--- src/rtl/mk14_display_scan.sv ---
// Multiplexed 8-digit 7-segment scanner with inter-digit blanking, 16-level PWM
// and a per-frame snapshot of the display image so a frame never tears.
module mk14_display_scan #(
  parameter int CLOCK_FREQ_MHZ = 12,
  parameter int DIGIT_US       = 1000,
  parameter int BLANK_CYCLES   = 16,
  parameter int SEG_ACTIVE_LOW = 1,
  parameter int DIG_ACTIVE_LOW = 1
) (
  input  logic        CLK,
  input  logic        rst_n,
  input  logic [63:0] display,
  input  logic [3:0]  brightness,
  output logic [7:0]  seg,
  output logic [7:0]  dig,
  output logic        frame_start
);

  localparam int DIGIT_CYCLES = CLOCK_FREQ_MHZ * DIGIT_US;
  localparam int DW           = (DIGIT_CYCLES > 1) ? $clog2(DIGIT_CYCLES) : 1;

  localparam logic [DW-1:0] DWELL_LAST = DW'(DIGIT_CYCLES - 1);
  localparam logic [DW-1:0] DWELL_ON   = DW'(BLANK_CYCLES);
  localparam logic [DW-1:0] DWELL_ONE  = DW'(1);

  // Idle patterns double as XOR masks that apply the output polarity.
  localparam logic [7:0] SEG_IDLE = (SEG_ACTIVE_LOW != 0) ? 8'hFF : 8'h00;
  localparam logic [7:0] DIG_IDLE = (DIG_ACTIVE_LOW != 0) ? 8'hFF : 8'h00;

  localparam logic [0:0] ST_BLANK = 1'b0;
  localparam logic [0:0] ST_ON    = 1'b1;

  logic [DW-1:0] dwell;
  logic [2:0]    digit;
  logic [3:0]    pwm;
  logic [63:0]   snap;
  logic [3:0]    bright_q;

  logic [0:0]    state;
  logic          frame_edge;
  logic [7:0]    dig_sel;
  logic [7:0]    seg_lit;

  // The counter state (0,0) is exactly the start of a frame, whether reached by
  // the 7->0 wrap or by coming out of reset, so it drives the snapshot.
  always_comb begin
    state      = (dwell >= DWELL_ON) ? ST_ON : ST_BLANK;
    frame_edge = (dwell == '0) && (digit == 3'd0);
    dig_sel    = 8'd1 << digit;
    seg_lit    = (pwm <= bright_q) ? snap[{digit, 3'b000} +: 8] : 8'h00;
  end

  always_ff @(posedge CLK) begin
    if (!rst_n) begin
      dwell <= '0;
      digit <= 3'd0;
      pwm   <= 4'd0;
    end else begin
      pwm <= pwm + 4'd1;
      if (dwell == DWELL_LAST) begin
        dwell <= '0;
        digit <= digit + 3'd1;
      end else begin
        dwell <= dwell + DWELL_ONE;
      end
    end
  end

  always_ff @(posedge CLK) begin
    if (!rst_n) begin
      snap        <= 64'd0;
      bright_q    <= 4'd0;
      frame_start <= 1'b0;
    end else begin
      frame_start <= frame_edge;
      if (frame_edge) begin
        snap     <= display;
        bright_q <= brightness;
      end
    end
  end

  always_ff @(posedge CLK) begin
    if (!rst_n) begin
      seg <= SEG_IDLE;
      dig <= DIG_IDLE;
    end else if (state == ST_ON) begin
      seg <= seg_lit ^ SEG_IDLE;
      dig <= dig_sel ^ DIG_IDLE;
    end else begin
      seg <= SEG_IDLE;
      dig <= DIG_IDLE;
    end
  end

endmodule

--- config.mk ---
export PLATFORM = sky130hd
export DESIGN_NAME = mk14_display_scan
export DESIGN_NICKNAME = d
export VERILOG_FILES = /design/src/rtl/mk14_display_scan.sv
export SDC_FILE = /design/constraint.sdc
export NUM_CORES = 1
export LEC_CHECK = 0
export BUFFER_PORTS_ARGS = -buffer_cell sky130_fd_sc_hd__buf_2
export CAP_MARGIN = 20
export CORE_ASPECT_RATIO = 0.5
export CORE_MARGIN = 3
export CORE_UTILIZATION = 55
export CTS_BUF_LIST = sky130_fd_sc_hd__clkbuf_8
export DETAILED_ROUTE_END_ITERATION = 10
export PLACE_DENSITY = 0.8
export SETUP_SLACK_MARGIN = 0.15
export SYNTH_ARGS = -nofsm -noshare
export SYNTH_HDL_FRONTEND = slang
export SYNTH_SLANG_ARGS = --single-unit
--- constraint.sdc ---
create_clock -name CLK -period 3.1 [get_ports CLK]
set_input_delay 0 -clock CLK [delete_from_list [all_inputs] [get_ports CLK]]
set_output_delay 0 -clock CLK [all_outputs]
set_load 0.02 [all_outputs]
Word-level counts from Yosys, hierarchy flattened
Cells that the tools add are included.
{"block": "classes", "n_addsub": 3, "mul": 0, "div_mod_pow": 0, "magnitude_cmp": 2, "eq_ne": 1, "shift": 2, "mux": 2, "n_bitwise": 3, "reduce_logical": 5}
{"operator": "variable part select 64 x 7 -> 8 bit", "count": 1}
{"operator": "inverter 8 bit", "count": 2}
{"operator": "adder 14 x 1 -> 14 bit (second input constant)", "count": 1}
{"operator": "equality test 14 bit (second input constant)", "count": 1}
{"operator": "greater-or-equal comparator 14 x 5 -> 1 bit (second input constant)", "count": 1}
{"operator": "logical NOT 14 bit", "count": 1}
{"operator": "two-way mux 8 bit", "count": 1}
{"operator": "left shift 1 x 3 -> 8 bit (first input constant)", "count": 1}
{"operator": "adder 4 x 1 -> 4 bit (second input constant)", "count": 1}
{"operator": "<= comparator 4 bit", "count": 1}
{"operator": "adder 3 x 1 -> 3 bit (second input constant)", "count": 1}
{"operator": "logical NOT 3 bit", "count": 1}
{"operator": "AND reduction 2 bit", "count": 1}
{"operator": "OR reduction 2 bit", "count": 1}
{"operator": "logical AND 1 bit", "count": 1}
{"operator": "two-way mux 1 bit", "count": 1}
{"operator": "inverter 1 bit", "count": 1}
{"block": "totals", "ff_bits": 106, "latch_bits": 0, "ramBits": 0, "mem_bits_ro": 0, "memories": 0}

Longest topological paths before layout
Gate-level depths: netlist of run 1.
{"block": "depth", "word_depth": 3, "mapped_depth": 11, "ltp_nobuf": 6}

Worst setup path after synthesis of run 1
OpenSTA, ideal clock, no wires.
{"block": "synth_timing", "path_kind": "register to register", "start": "register digit[0]", "end": "register bright_q[0]", "t_arrival_ns": 2.102, "t_required_ns": 3.030, "slack_ns": 0.927, "stages_incl_launch_ff": 11, "n_path_buf": 4, "synth_period_minus_slack_ns": 2.173, "path_cell_list": "dfxtp_1 > buf_2 > buf_2 > inv_1 > ha_1 > nor4b_1 > nand4_1 > buf_2 > clkbuf_1 > nand2_1 > a21oi_1"}
{"block": "synth_via", "elab_chain_len": 2}
{"item": "start, declared", "line_no": "34", "source": "logic [2:0] digit;"}
{"item": "start signal, assigned", "line_no": "62", "source": "digit <= digit + 3'd1;"}
{"item": "logical NOT 3 bit", "line_no": "48", "source": "frame_edge = (dwell == '0) && (digit == 3'd0);"}
{"item": "logical AND 1 bit", "line_no": "48"}
{"item": "end signal, assigned", "line_no": "78", "source": "bright_q <= brightness;"}
{"item": "end, declared", "line_no": "37", "source": "logic [3:0] bright_q;"}
No other way between the ends.
A chain may end at the register's enable or synchronous reset.

Worst setup path in the final report of run 1
{"block": "layout_timing", "start": "register digit[0]", "end": "register snap[24]"}
{"block": "layout_via", "elab_chain_len": 2}
{"item": "logical NOT 3 bit", "line_no": "48"}
{"item": "logical AND 1 bit", "line_no": "48"}
{"item": "end signal, assigned", "line_no": "77", "source": "snap <= display;"}
{"item": "end, declared", "line_no": "36", "source": "logic [63:0] snap;"}
No other way between the ends.

==> insert_results.sql, run 1 <==
INSERT INTO impl_metrics (metric_group, metric, value, unit) VALUES
('sta', 'timing.final.max_slew_violations', '0', ''),
('synth', 'yosys-mux-area-fraction', '8.77', '%'),
('cells_and_area', 'syn2layout_area_growth', '31.3', '%'),
('sta', 'finClkSkew', '0.00892', 'ns'),
('sta', 'timing_hold_violations_final', '0', ''),
('min_path', 'worst_hold_path_type', 'input port to register', ''),
('synth', 'synth.cell_area', '0.00434', 'mm2'),
('floorplan', 'floorplan.initialDensity', '57.9', '%'),
('critical_path', 'worstSetupStartpointType', 'register', ''),
('cells_and_area', 'antennaDiodeCount', '0', ''),
('floorplan', 'row_count', '22', ''),
('floorplan', 'io_pins', '87', ''),
('floorplan', 'fp.dieArea', '0.00905', 'mm2'),
('cts', 'clockBufferDepth', '2', ''),
('placement', 'place.port_buffers', '86', ''),
('synth', 'synth_compound_gate_area_share', '9.61', '%'),
('sta', 'setup_ws', '0.800', 'ns'),
('route', 'num_vias', '3945', ''),
('synth', 'synth_top_area_share', '48.9', '%'),
('synth', 'post_synth_main_area_contributors', 'sky130_fd_sc_hd__dfxtp_1 (49%), sky130_fd_sc_hd__nand2_1 (14%), sky130_fd_sc_hd__mux4_2 (8.3%)', ''),
('route', 'drt_first_iter_violations', '363', ''),
('synth', 'synth_area_per_cell', '8.85', 'um2'),
('critical_path', 'worst_path_largest_cell_delay', '0.68', 'ns'),
('global_route', 'grt_start_max_net_pins', '77', ''),
('min_path', 'hold_path.startpoint', 'display[60]', ''),
('floorplan', 'core_region_area', '0.00749', 'mm2'),
('synth', 'yosysUniqueCellTypes', '27', ''),
('route', 'vias_per_cell', '5.31', ''),
('route', 'drt_pre_antenna_iters', '5', ''),
('synth', 'netlist_instances', '490', ''),
('sta', 'finalSetupTns', '0', 'ns'),
('placement', 'worst_case_setup_slack_after_placement', '0.917', 'ns'),
('cts', 'clock_root_buffer', 'sky130_fd_sc_hd__clkbuf_8', ''),
('global_route', 'gr-usage-met1', '30.3', '%'),
('route', 'drt_wl_total', '11.8', 'mm'),
('synth', 'synth_top_cell_by_area', 'sky130_fd_sc_hd__dfxtp_1', ''),
('critical_path', 'reg2regPathDepth', '7', ''),
('route', 'remaining_drc_errors', '0', ''),
('critical_path', 'worst_r2r_src', 'digit[0]$_SDFFE_PN0N_', ''),
('synth', 'post_synth_fa_ha_maj_area_fraction', '3.75', '%'),
('route', 'final_antenna_net_count', '0', ''),
('run_status', 'status', 'completed', ''),
('synth', 'synth-seq-area-share', '48.9', '%'),
('placement', 'gp_routability_congestion', '0.788', ''),
('synth', 'post_synth_xor_area_fraction', '3.03', '%'),
('synth', 'ffs_latches_synth', '106', ''),
('route', 'avgRoutedWirePerCell', '15.8', 'um'),
('critical_path', 'critical_path_class', 'register to register', ''),
('critical_path', 'critical_path.reg2reg.endpoint', 'snap[24]$_SDFFE_PN0P_', ''),
('run', 'cap_violations', '0', ''),
('cts', 'tritoncts_num_sinks', '106', ''),
('floorplan', 'die_height', '68.8', 'um'),
('min_path', 'worst_hold_path.endpoint', 'snap[60]$_SDFFE_PN0P_', ''),
('placement', 'half_perimeter_wire_length_after_detailed_placement', '6.51', 'mm'),
('sta', 'max_clock_freq', '435', 'MHz'),
('sta', 'period_share', '74.2', '%'),
('synth', 'largest_family_of_logic_cells_by_synthesized_area', 'simple AND/OR/NAND/NOR gates', ''),
('synth', 'synthesis.nets', '573', ''),
('global_route', 'antenna_violations_before_repair', '0', ''),
('global_route', 'grt_pass1_wl', '18.5', 'mm'),
('global_route', 'globalRoute.busiestLayer', 'met2', ''),
('min_path', 'holdPathStages', '4', ''),
('floorplan', 'die_w', '132', 'um'),
('global_route', 'met3_usage', '7.75', '%'),
('cts', 'h_tree_depth', '3', ''),
('global_route', 'use_met2', '48.6', '%'),
('sta', 'timing.max_slew.rel_slack', '47.5', '%'),
('critical_path', 'crit_buf_inv', '2', ''),
('sta', 'worst_pin_slew', '0.788', 'ns'),
('power_and_ir_drop', 'vdd.ir_drop.worst', '0.278', 'mV'),
('power_and_ir_drop', 'total_leakage_power', '2.32', 'nW');
-- layer usage --
| metal | vias to the layer above | share of wire (%) | routed length (um) |
|---|---|---|---|
| li1 | 1905 | - | - |
| met1 | 1860 | 41 | 4780 |
| met2 | 148 | 50 | 5880 |
| met3 | 32 | 7.0 | 824 |
| met4 | 0 | 2.2 | 260 |
| met5 | - | 0 | 0 |
-- where the power goes --
part	switching, mW	leakage, nW	internal [mW]	total [mW]
combinational	0.233	1.34	0.208	0.441
sequential	0.0557	0.869	1.45	1.51
clock	0.477	0.107	0.383	0.860
total	0.767	2.32	2.04	2.81
-- worst max-delay path by stage --
stage	start	to	slack (ns)	cells past startpoint
after floorplan	digit[0]$_SDFFE_PN0N_	bright_q[0]$_SDFFE_PN0P_	0.93	10
after global placement	digit[0]$_SDFFE_PN0N_	snap[4]$_SDFFE_PN0P_	1.05	7
after detailed placement	digit[1]$_SDFFE_PN0N_	snap[58]$_SDFFE_PN0P_	0.92	7
after CTS	digit[0]$_SDFFE_PN0N_	snap[17]$_SDFFE_PN0P_	0.86	7
after global routing	digit[0]$_SDFFE_PN0N_	snap[17]$_SDFFE_PN0P_	0.62	7
final	digit[0]$_SDFFE_PN0N_	snap[24]$_SDFFE_PN0P_	0.80	7
-- worst min-delay path: cells and delay by family --
kind | cells | cell delay [ns]
buffers and inverters | 2 | 0.63
AOI/OAI and AO/OA | 1 | 0.05
and+or+nand+nor | 1 | 0.04
-- placed cells by master (no fill, tap or decap), types with 2 or more instances in the layout --
| cell type | synthesis | layout |
|---|---|---|
| sky130_fd_sc_hd__a21o_1 | 8 | 8 |
| sky130_fd_sc_hd__buf_2 | 12 | 86 |
| sky130_fd_sc_hd__mux4_2 | 16 | 16 |
| sky130_fd_sc_hd__mux2i_1 | 2 | 2 |
| sky130_fd_sc_hd__dfxtp_1 | 106 | 106 |
| sky130_fd_sc_hd__clkbuf_8 | 0 | 13 |
| sky130_fd_sc_hd__buf_4 | 0 | 5 |
| sky130_fd_sc_hd__a21oi_1 | 69 | 69 |
| sky130_fd_sc_hd__xnor2_1 | 3 | 3 |
| sky130_fd_sc_hd__ha_1 | 13 | 13 |
| sky130_fd_sc_hd__and3_1 | 5 | 5 |
| sky130_fd_sc_hd__nand4_1 | 5 | 5 |
| sky130_fd_sc_hd__nand3_1 | 11 | 11 |
| sky130_fd_sc_hd__and4_1 | 6 | 5 |
| sky130_fd_sc_hd__inv_1 | 11 | 11 |
| sky130_fd_sc_hd__nor3_1 | 2 | 2 |
| sky130_fd_sc_hd__and2_1 | 4 | 4 |
| sky130_fd_sc_hd__nand2_1 | 158 | 158 |
| sky130_fd_sc_hd__nor2_1 | 20 | 20 |
| sky130_fd_sc_hd__dlygate4sd3_1 | 0 | 69 |
| sky130_fd_sc_hd__xor2_1 | 12 | 12 |
-- logic make-up (layout without fill, tap and decap cells) --
kind of cell    count (synthesis)  in the layout
compound gates                 79             79
xor+xnor                       15             15
fa+ha+maj                      13             13
buf+inv                        43            188
flops                         106            106
mux                            18             18
simple gates                  216            216
-- synth_stat cells, drive strengths merged --
cell    instances
xor2           12
nand2b          1
dfxtp         106
ha             13
inv            11
nor2           20
mux4           16
mux2i           2
nand3          11
nand4           5
a21oi          69
nor4b           2
a31oi           1
nor3            2
a21o            8
and3            5
nand4b          1
nand2         158
and4            6
o21ai           1
buf            15
and2            4
nor4            1
xnor2           3
clkbuf         17
-- final cells by class --
cell class,count,area [um2]
Sequential cell,106,2120
Multi-Input combinational cell,341,2020
Fill cell,512,1790
Timing Repair Buffer,161,1180
Clock buffer,13,179
Tap cell,108,135
Inverter,11,41.3
Clock inverter,3,21.3
-- sequential cells by signal, summed over array words and instances, names as in the netlist --
signal       cells
snap            64
dwell           14
dig              8
bright_q         4
digit            3
seg              8
frame_start      1
pwm              4
-- per-stage QoR --
stage	util [%]	hold WS (ns)	area [um2]	power, mW	cells
2_1_floorplan	-	0.122	4340	1.78	490
3_3_place_gp	64.2	0.246	4800	1.88	658
3_5_place_dp	64.2	0.247	4800	1.89	658
4_1_cts	76.1	0.388	5690	2.78	743
5_1_grt	76.1	0.398	5690	2.92	743
6_report	76.1	0.391	5690	2.81	743
-- what timing repair did --
item,CTS,global route
hold endpoints to repair,70,0
hold buffers,69,0
setup endpoints to repair,0,0
Note: power is estimated with default switching activity, not from simulation.
==> inputs of run 2 (changes only) <==
==> constraint.sdc (replaced) <==
create_clock -name CLK -period 2.15 [get_ports CLK]
set_input_delay 0 -clock CLK [delete_from_list [all_inputs] [get_ports CLK]]
set_output_delay 0 -clock CLK [all_outputs]
set_load 0.02 [all_outputs]
==> run 2 against run 1 <==
  * Critical path depth unchanged
  * Combinational power up 44%
  * Final area up 0.20%
  * Die area unchanged
  * Clock power up 33%
  * Power up 40%
  * Critical path type unchanged
  * Critical endpoint is now snap[47]$_SDFFE_PN0P_
==> insert_results.sql, run 2 (synthesized netlist as in run 1, its figures left out) <==
INSERT INTO impl_metrics (metric_group, metric, value, unit) VALUES
('run_status', 'status', 'completed', ''),
('cells_and_area', 'nFillCells', '522', ''),
('route', 'num_vias', '3975', ''),
('cells_and_area', 'layout.cells.most_common', 'sky130_fd_sc_hd__nand2_1', ''),
('run', 'cap_violations', '0', ''),
('critical_path', 'worst_setup_path_end_kind', 'register', ''),
('cts', 'clk-insertion-delay-late', '0.39', 'ns'),
('placement', 'half_perimeter_wire_length_after_detailed_placement', '6.49', 'mm'),
('cells_and_area', 'design.final.nets', '716', ''),
('floorplan', 'fp.dieArea', '0.00905', 'mm2'),
('cells_and_area', 'top_regs', 'snap (64), dwell (14)', ''),
('sta', 'report.final.setup_viol', '0', ''),
('cells_and_area', 'final_cell_mix', 'sky130_fd_sc_hd__nand2_1 (158), sky130_fd_sc_hd__dfxtp_1 (106), sky130_fd_sc_hd__buf_2 (86), sky130_fd_sc_hd__a21oi_1 (69), sky130_fd_sc_hd__dlygate4sd3_1 (69)', ''),
('cells_and_area', 'fraction_of_the_core_area_covered_by_cells_at_the_end_of_the_flow', '76.2', '%'),
('floorplan', 'row_count', '22', ''),
('critical_path', 'critical_path_class', 'register to register', ''),
('floorplan', 'io_pins', '87', ''),
('critical_path', 'crit_path_dat', '2.15', 'ns'),
('power_and_ir_drop', 'vdd.ir_drop.worst', '0.449', 'mV'),
('cells_and_area', 'layout-drive-gt1-share', '20.8', '%'),
('global_route', 'gr-usage-all-layers', '26.0', '%'),
('route', 'remaining_drc_errors', '0', ''),
('cts', 'tritoncts_num_sinks', '106', ''),
('power_and_ir_drop', 'cellPowerDensity', '691', 'mW/mm2'),
('power_and_ir_drop', 'share_clk_of_total_power', '28.8', '%'),
('global_route', 'grt_pass1_wl', '18.3', 'mm'),
('route', 'drt_pre_antenna_iters', '5', ''),
('power_and_ir_drop', 'combinationalPowerShare', '16.1', '%'),
('min_path', 'worst_hold_path_type', 'input port to register', ''),
('route', 'avgRoutedWirePerCell', '15.4', 'um'),
('cts', 'tritoncts', 'built', ''),
('placement', 'gp_routability_congestion', '0.815', ''),
('global_route', 'global_route.overflow_total', '0', ''),
('power_and_ir_drop', 'power_frac_seq', '55.1', '%'),
('cts', 'h_tree_depth', '3', ''),
('floorplan', 'die_height', '68.8', 'um'),
('global_route', 'grt_pass1_vias', '3837', ''),
('critical_path', 'worst-endpoint-required', '2.45', 'ns'),
('sta', 'finClkSkew', '0.0129', 'ns'),
('sta', 'finalSetupTns', '0', 'ns'),
('cells_and_area', 'largest_register_ffs', '64', ''),
('sta', 'timing_hold_violations_final', '0', ''),
('sta', 'fin_crit', '1.85', 'ns'),
('cells_and_area', 'syn2layout_area_growth', '31.6', '%'),
('route', 'drt_first_iter_violations', '302', ''),
('sta', 'timing.final.max_slew_violations', '0', ''),
('power_and_ir_drop', 'power.switching', '1.11', 'mW'),
('global_route', 'antenna_violations_before_repair', '0', ''),
('cells_and_area', 'antennaDiodeCount', '0', ''),
('cts', 'tritoncts.num_buffers', '9', ''),
('critical_path', 'crit_fanout', '69', ''),
('floorplan', 'core_region_area', '0.00749', 'mm2'),
('sta', 'grt_setup_unrepaired', 'yes', ''),
('sta', 'period_share', '85.8', '%'),
('sta', 'max_clock_freq', '542', 'MHz'),
('floorplan', 'die_w', '132', 'um'),
('route', 'final_antenna_net_count', '0', ''),
('cts', 'clk_pin_slew_worst_paths', '0.11', 'ns'),
('cts', 'clockBufferDepth', '2', ''),
('cells_and_area', 'final-instance-count-excl-fill', '746', ''),
('critical_path', 'worstSetupStartpointType', 'register', ''),
('global_route', 'grt_start_max_net_pins', '77', ''),
('floorplan', 'floorplan.initialDensity', '57.9', '%'),
('placement', 'placed_insts', '661', ''),
('power_and_ir_drop', 'sw_frac_of_total', '28.3', '%'),
('placement', 'place.port_buffers', '86', ''),
('power_and_ir_drop', 'intPower', '2.83', 'mW'),
('cells_and_area', 'top_register', 'snap', ''),
('route', 'vias_per_cell', '5.33', ''),
('cts', 'clock_root_buffer', 'sky130_fd_sc_hd__clkbuf_8', ''),
('route', 'drt_wl_total', '11.5', 'mm'),
('sta', 'timing.max_slew.rel_slack', '47.0', '%'),
('sta', 'worst_pin_slew', '0.795', 'ns'),
('power_and_ir_drop', 'total_leakage_power', '2.32', 'nW');
run 2: changes by cell type in the layout (fill, tap and decap cells not counted), sizes merged:
cell      delta
clkbuf       -4
buf          +3
clkinv       +2
clkinvlp     +2
run 2: final timing paths:
kind                                       startpoint  cells past startpoint  slack, ns               endpoint
worst min-delay path                      display[44]                      4       0.40  snap[44]$_SDFFE_PN0P_
worst max register to register    dwell[0]$_SDFF_PP0_                      7       0.30  snap[47]$_SDFFE_PN0P_
worst min register to register  snap[10]$_SDFFE_PN0P_                      2       0.46  snap[10]$_SDFFE_PN0P_
worst max-delay path              dwell[0]$_SDFF_PP0_                      7       0.30  snap[47]$_SDFFE_PN0P_
run 2: worst max-delay path: stages, from the launching register on:
cell	delay, ns
sky130_fd_sc_hd__dfxtp_1	0.42
sky130_fd_sc_hd__inv_1	0.07
sky130_fd_sc_hd__ha_1	0.20
sky130_fd_sc_hd__nor4b_2	0.16
sky130_fd_sc_hd__nand4_1	0.13
sky130_fd_sc_hd__buf_6	0.40
sky130_fd_sc_hd__nand2_1	0.15
sky130_fd_sc_hd__a21oi_1	0.20
run 2: cell type report:
cell class	instances	area (um2)	share of cell area, %
Clock buffer	9	124	2.17
Clock inverter	7	52.6	0.921
Inverter	11	41.3	0.724
Multi-Input combinational cell	341	2030	35.5
Sequential cell	106	2120	37.2
Tap cell	108	135	2.37
Timing Repair Buffer	164	1200	21.1
run 2: metal layers:
layer / track usage (%) / wire, um
met5: 0 / 0
met2: 47.1 / 5800
met3: 6.59 / 872
met4: 11.3 / 251
met1: 30.5 / 4550
run 2: metrics by stage:
stage	setup WS (ns)	hold slack, ns	power (mW)	instance area, um2
2_1_floorplan	0.182	0.122	2.57	4350
3_3_place_gp	0.336	0.248	2.71	4830
3_5_place_dp	0.268	0.248	2.72	4830
4_1_cts	0.231	0.373	3.92	5700
5_1_grt	0.144	0.413	4.10	5710
6_report	0.304	0.397	3.94	5710
run 2: repair_timing:
action / in CTS / in global routing
hold buffers: 69 / 0
endpoints found under the hold margin: 70 / 0
resized for setup: 0 / 2
buffers inserted: 0 / 0
endpoints found under the setup margin: 0 / 72
run 2: power groups by stage:
stage,Clock (mW),Combinational (mW),Sequential (mW)
floorplan,0,0.377,2.19
global placement,0,0.501,2.21
detailed placement,0,0.511,2.21
CTS,1.15,0.608,2.16
global route,1.21,0.705,2.18
finish,1.14,0.633,2.17
==> inputs of run 3 (changes only) <==
--- a/config.mk
+++ b/config.mk
@@ -7,12 +7,15 @@
 export LEC_CHECK = 0
 export BUFFER_PORTS_ARGS = -buffer_cell sky130_fd_sc_hd__buf_2
 export CAP_MARGIN = 20
+export CELL_PAD_IN_SITES_DETAIL_PLACEMENT = 1
+export CELL_PAD_IN_SITES_GLOBAL_PLACEMENT = 1
 export CORE_ASPECT_RATIO = 0.5
 export CORE_MARGIN = 3
-export CORE_UTILIZATION = 55
+export CORE_UTILIZATION = 42
 export CTS_BUF_LIST = sky130_fd_sc_hd__clkbuf_8
 export DETAILED_ROUTE_END_ITERATION = 10
-export PLACE_DENSITY = 0.8
+export GPL_ROUTABILITY_DRIVEN = 0
+export PLACE_DENSITY_LB_ADDON = 0.1
 export SETUP_SLACK_MARGIN = 0.15
 export SYNTH_ARGS = -nofsm -noshare
 export SYNTH_HDL_FRONTEND = slang
==> run 3 against run 2 <==
  * Setup slack lost 0.025 ns
  * Sequential power about the same
  * Register-to-register slack got worse by 0.03 ns
  * Critical path depth stayed put
  * Via count is the same
  * Global-route usage is 2.2 points lower
  * Routed wire length rose by 15%
  * Sequential share of layout area down 0.81 points
  * Critical endpoint is now snap[1]$_SDFFE_PN0P_
  * Highest routed layer unchanged
==> insert_results.sql, run 3 (synthesized netlist as in run 1, its figures left out) <==
INSERT INTO impl_metrics (metric_group, metric, value, unit) VALUES
('placement', 'place.port_buffers', '86', ''),
('global_route', 'gr-usage-all-layers', '23.8', '%'),
('sta', 'timing_hold_violations_final', '0', ''),
('cts', 'clk_pin_slew_worst_paths', '0.10', 'ns'),
('run_status', 'status', 'completed', ''),
('route', 'remaining_drc_errors', '0', ''),
('floorplan', 'fp.dieArea', '0.0117', 'mm2'),
('sta', 'max_clock_freq', '535', 'MHz'),
('critical_path', 'worst_setup_path_end_kind', 'register', ''),
('sta', 'finClkSkew', '0.00863', 'ns'),
('sta', 'worst_pin_slew', '0.826', 'ns'),
('route', 'final_antenna_net_count', '0', ''),
('route', 'drt_first_iter_violations', '173', ''),
('critical_path', 'worst_path_largest_cell_delay', '0.44', 'ns'),
('placement', 'worst_case_setup_slack_after_placement', '0.179', 'ns'),
('route', 'drt_pre_antenna_iters', '4', ''),
('cts', 'clockBufferDepth', '2', ''),
('global_route', 'grt_start_max_net_pins', '77', ''),
('cts', 'clock_root_buffer', 'sky130_fd_sc_hd__clkbuf_8', ''),
('cells_and_area', 'antennaDiodeCount', '0', ''),
('cells_and_area', 'layout-drive-gt1-share', '21.1', '%'),
('power_and_ir_drop', 'total_leakage_power', '2.36', 'nW'),
('critical_path', 'crit_path_top_delay_cell', 'sky130_fd_sc_hd__buf_6', ''),
('power_and_ir_drop', 'cellPowerDensity', '740', 'mW/mm2'),
('sta', 'setup_ws', '0.279', 'ns'),
('sta', 'timing.max_slew.rel_slack', '44.9', '%'),
('floorplan', 'io_pins', '87', ''),
('sta', 'timing.final.max_slew_violations', '0', ''),
('critical_path', 'worstPathCellList', 'inv_1, ha_1, nor4b_2, nand4_1, buf_6, nand2_1, a21oi_1', ''),
('cells_and_area', 'nFillCells', '1140', ''),
('route', 'drt_wl_total', '13.2', 'mm'),
('cells_and_area', 'top_register', 'snap', ''),
('floorplan', 'die_height', '77.9', 'um'),
('cts', 'tritoncts', 'built', ''),
('floorplan', 'floorplan.initialDensity', '44.6', '%'),
('min_path', 'worst_hold_path_type', 'input port to register', ''),
('global_route', 'global_route.overflow_total', '0', ''),
('cells_and_area', 'final-instance-count-excl-fill', '775', ''),
('critical_path', 'crit_fanout', '69', ''),
('cts', 'h_tree_depth', '3', ''),
('sta', 'report.final.setup_viol', '0', ''),
('route', 'vias_per_cell', '5.13', ''),
('sta', 'period_share', '87.0', '%'),
('global_route', 'grt_pass1_vias', '4339', ''),
('cells_and_area', 'syn2layout_area_growth', '34.5', '%'),
('floorplan', 'core_region_area', '0.00973', 'mm2'),
('cts', 'clk-insertion-delay-late', '0.38', 'ns'),
('cts', 'tritoncts_num_sinks', '106', ''),
('global_route', 'grt_pass1_wl', '21.8', 'mm'),
('power_and_ir_drop', 'vdd.ir_drop.worst', '0.476', 'mV'),
('sta', 'fin_crit', '1.87', 'ns'),
('critical_path', 'ff2ff_setup_slack', '0.28', 'ns'),
('cells_and_area', 'design.final.nets', '718', ''),
('sta', 'grt_setup_unrepaired', 'no', ''),
('sta', 'finalSetupTns', '0', 'ns'),
('placement', 'placed_insts', '688', ''),
('run', 'cap_violations', '0', ''),
('critical_path', 'worst-endpoint-required', '2.45', 'ns'),
('cells_and_area', 'largest_register_ffs', '64', ''),
('route', 'num_vias', '3975', ''),
('global_route', 'antenna_violations_before_repair', '0', ''),
('cells_and_area', 'layout.cells.most_common', 'sky130_fd_sc_hd__nand2_1', ''),
('critical_path', 'critical_path_class', 'register to register', ''),
('sta', 'whs', '0.411', 'ns'),
('floorplan', 'row_count', '25', ''),
('floorplan', 'die_w', '150', 'um'),
('cells_and_area', 'top_regs', 'snap (64), dwell (14)', ''),
('placement', 'half_perimeter_wire_length_after_detailed_placement', '7.65', 'mm'),
('critical_path', 'crit_path_dat', '2.17', 'ns'),
('route', 'avgRoutedWirePerCell', '17.0', 'um'),
('critical_path', 'worstSetupStartpointType', 'register', ''),
('cts', 'tritoncts.num_buffers', '9', ''),
('cells_and_area', 'final_cell_mix', 'sky130_fd_sc_hd__nand2_1 (158), sky130_fd_sc_hd__dfxtp_1 (106), sky130_fd_sc_hd__buf_2 (86), sky130_fd_sc_hd__a21oi_1 (69), sky130_fd_sc_hd__dlygate4sd3_1 (69)', '');
[run 3: final cells by class]
type	instances	area, um2	area share [%]
tap	135	169	2.90
clock inverter	7	118	2.02
sequential	106	2120	36.4
timing repair buffer	166	1230	21.1
clock buffer	9	124	2.12
inverter	11	41.3	0.708
multi-input combinational	341	2030	34.7
[run 3: final timing paths]
kind                          from                     to  cells after the start
max            dwell[0]$_SDFF_PP0_   snap[1]$_SDFFE_PN0P_                      7
min                    display[51]  snap[51]$_SDFFE_PN0P_                      4
max reg2reg    dwell[0]$_SDFF_PP0_   snap[1]$_SDFFE_PN0P_                      7
min reg2reg  snap[56]$_SDFFE_PN0P_  snap[56]$_SDFFE_PN0P_                      2
[run 3: layer usage]
metal  GRT usage, %  share of wire [%]  up-vias
met5              0                  0        -
met3           6.01                4.4       25
met2           43.4                 52       83
met4           6.39                1.7        0
met1           27.8                 42     1949
li1               -                  -     1918
[run 3: metrics by stage]
step	cell area (um2)	utilization, %	power [mW]
floorplan	4350	-	2.57
global placement	4880	50.1	2.74
detailed placement	4880	50.1	2.75
CTS	5810	59.8	4.30
global route	5830	60.0	4.52
finish	5830	60.0	4.32
[run 3: power breakdown]
part / internal [mW] / switching [mW] / leakage (nW)
clock: 0.771 / 0.702 / 0.111
combinational: 0.319 / 0.350 / 1.38
sequential: 2.10 / 0.0781 / 0.869
total: 3.19 / 1.13 / 2.36
[run 3: worst max-delay path: cells and delay by family (launching register included)]
family | cells | cell delay, ns
AOI/OAI and AO/OA | 1 | 0.17
buffers and inverters | 2 | 0.51
and+or+nand+nor | 3 | 0.46
adders and majority gates | 1 | 0.20
DFF | 1 | 0.43
[run 3: timing repair]
item,CTS,global route
gates cloned,0,0
setup endpoints to repair,10,68
gates resized for setup,1,2
endpoints found under the hold margin,70,0
buffers inserted,0,2
pin swaps,0,1
hold buffers,69,0
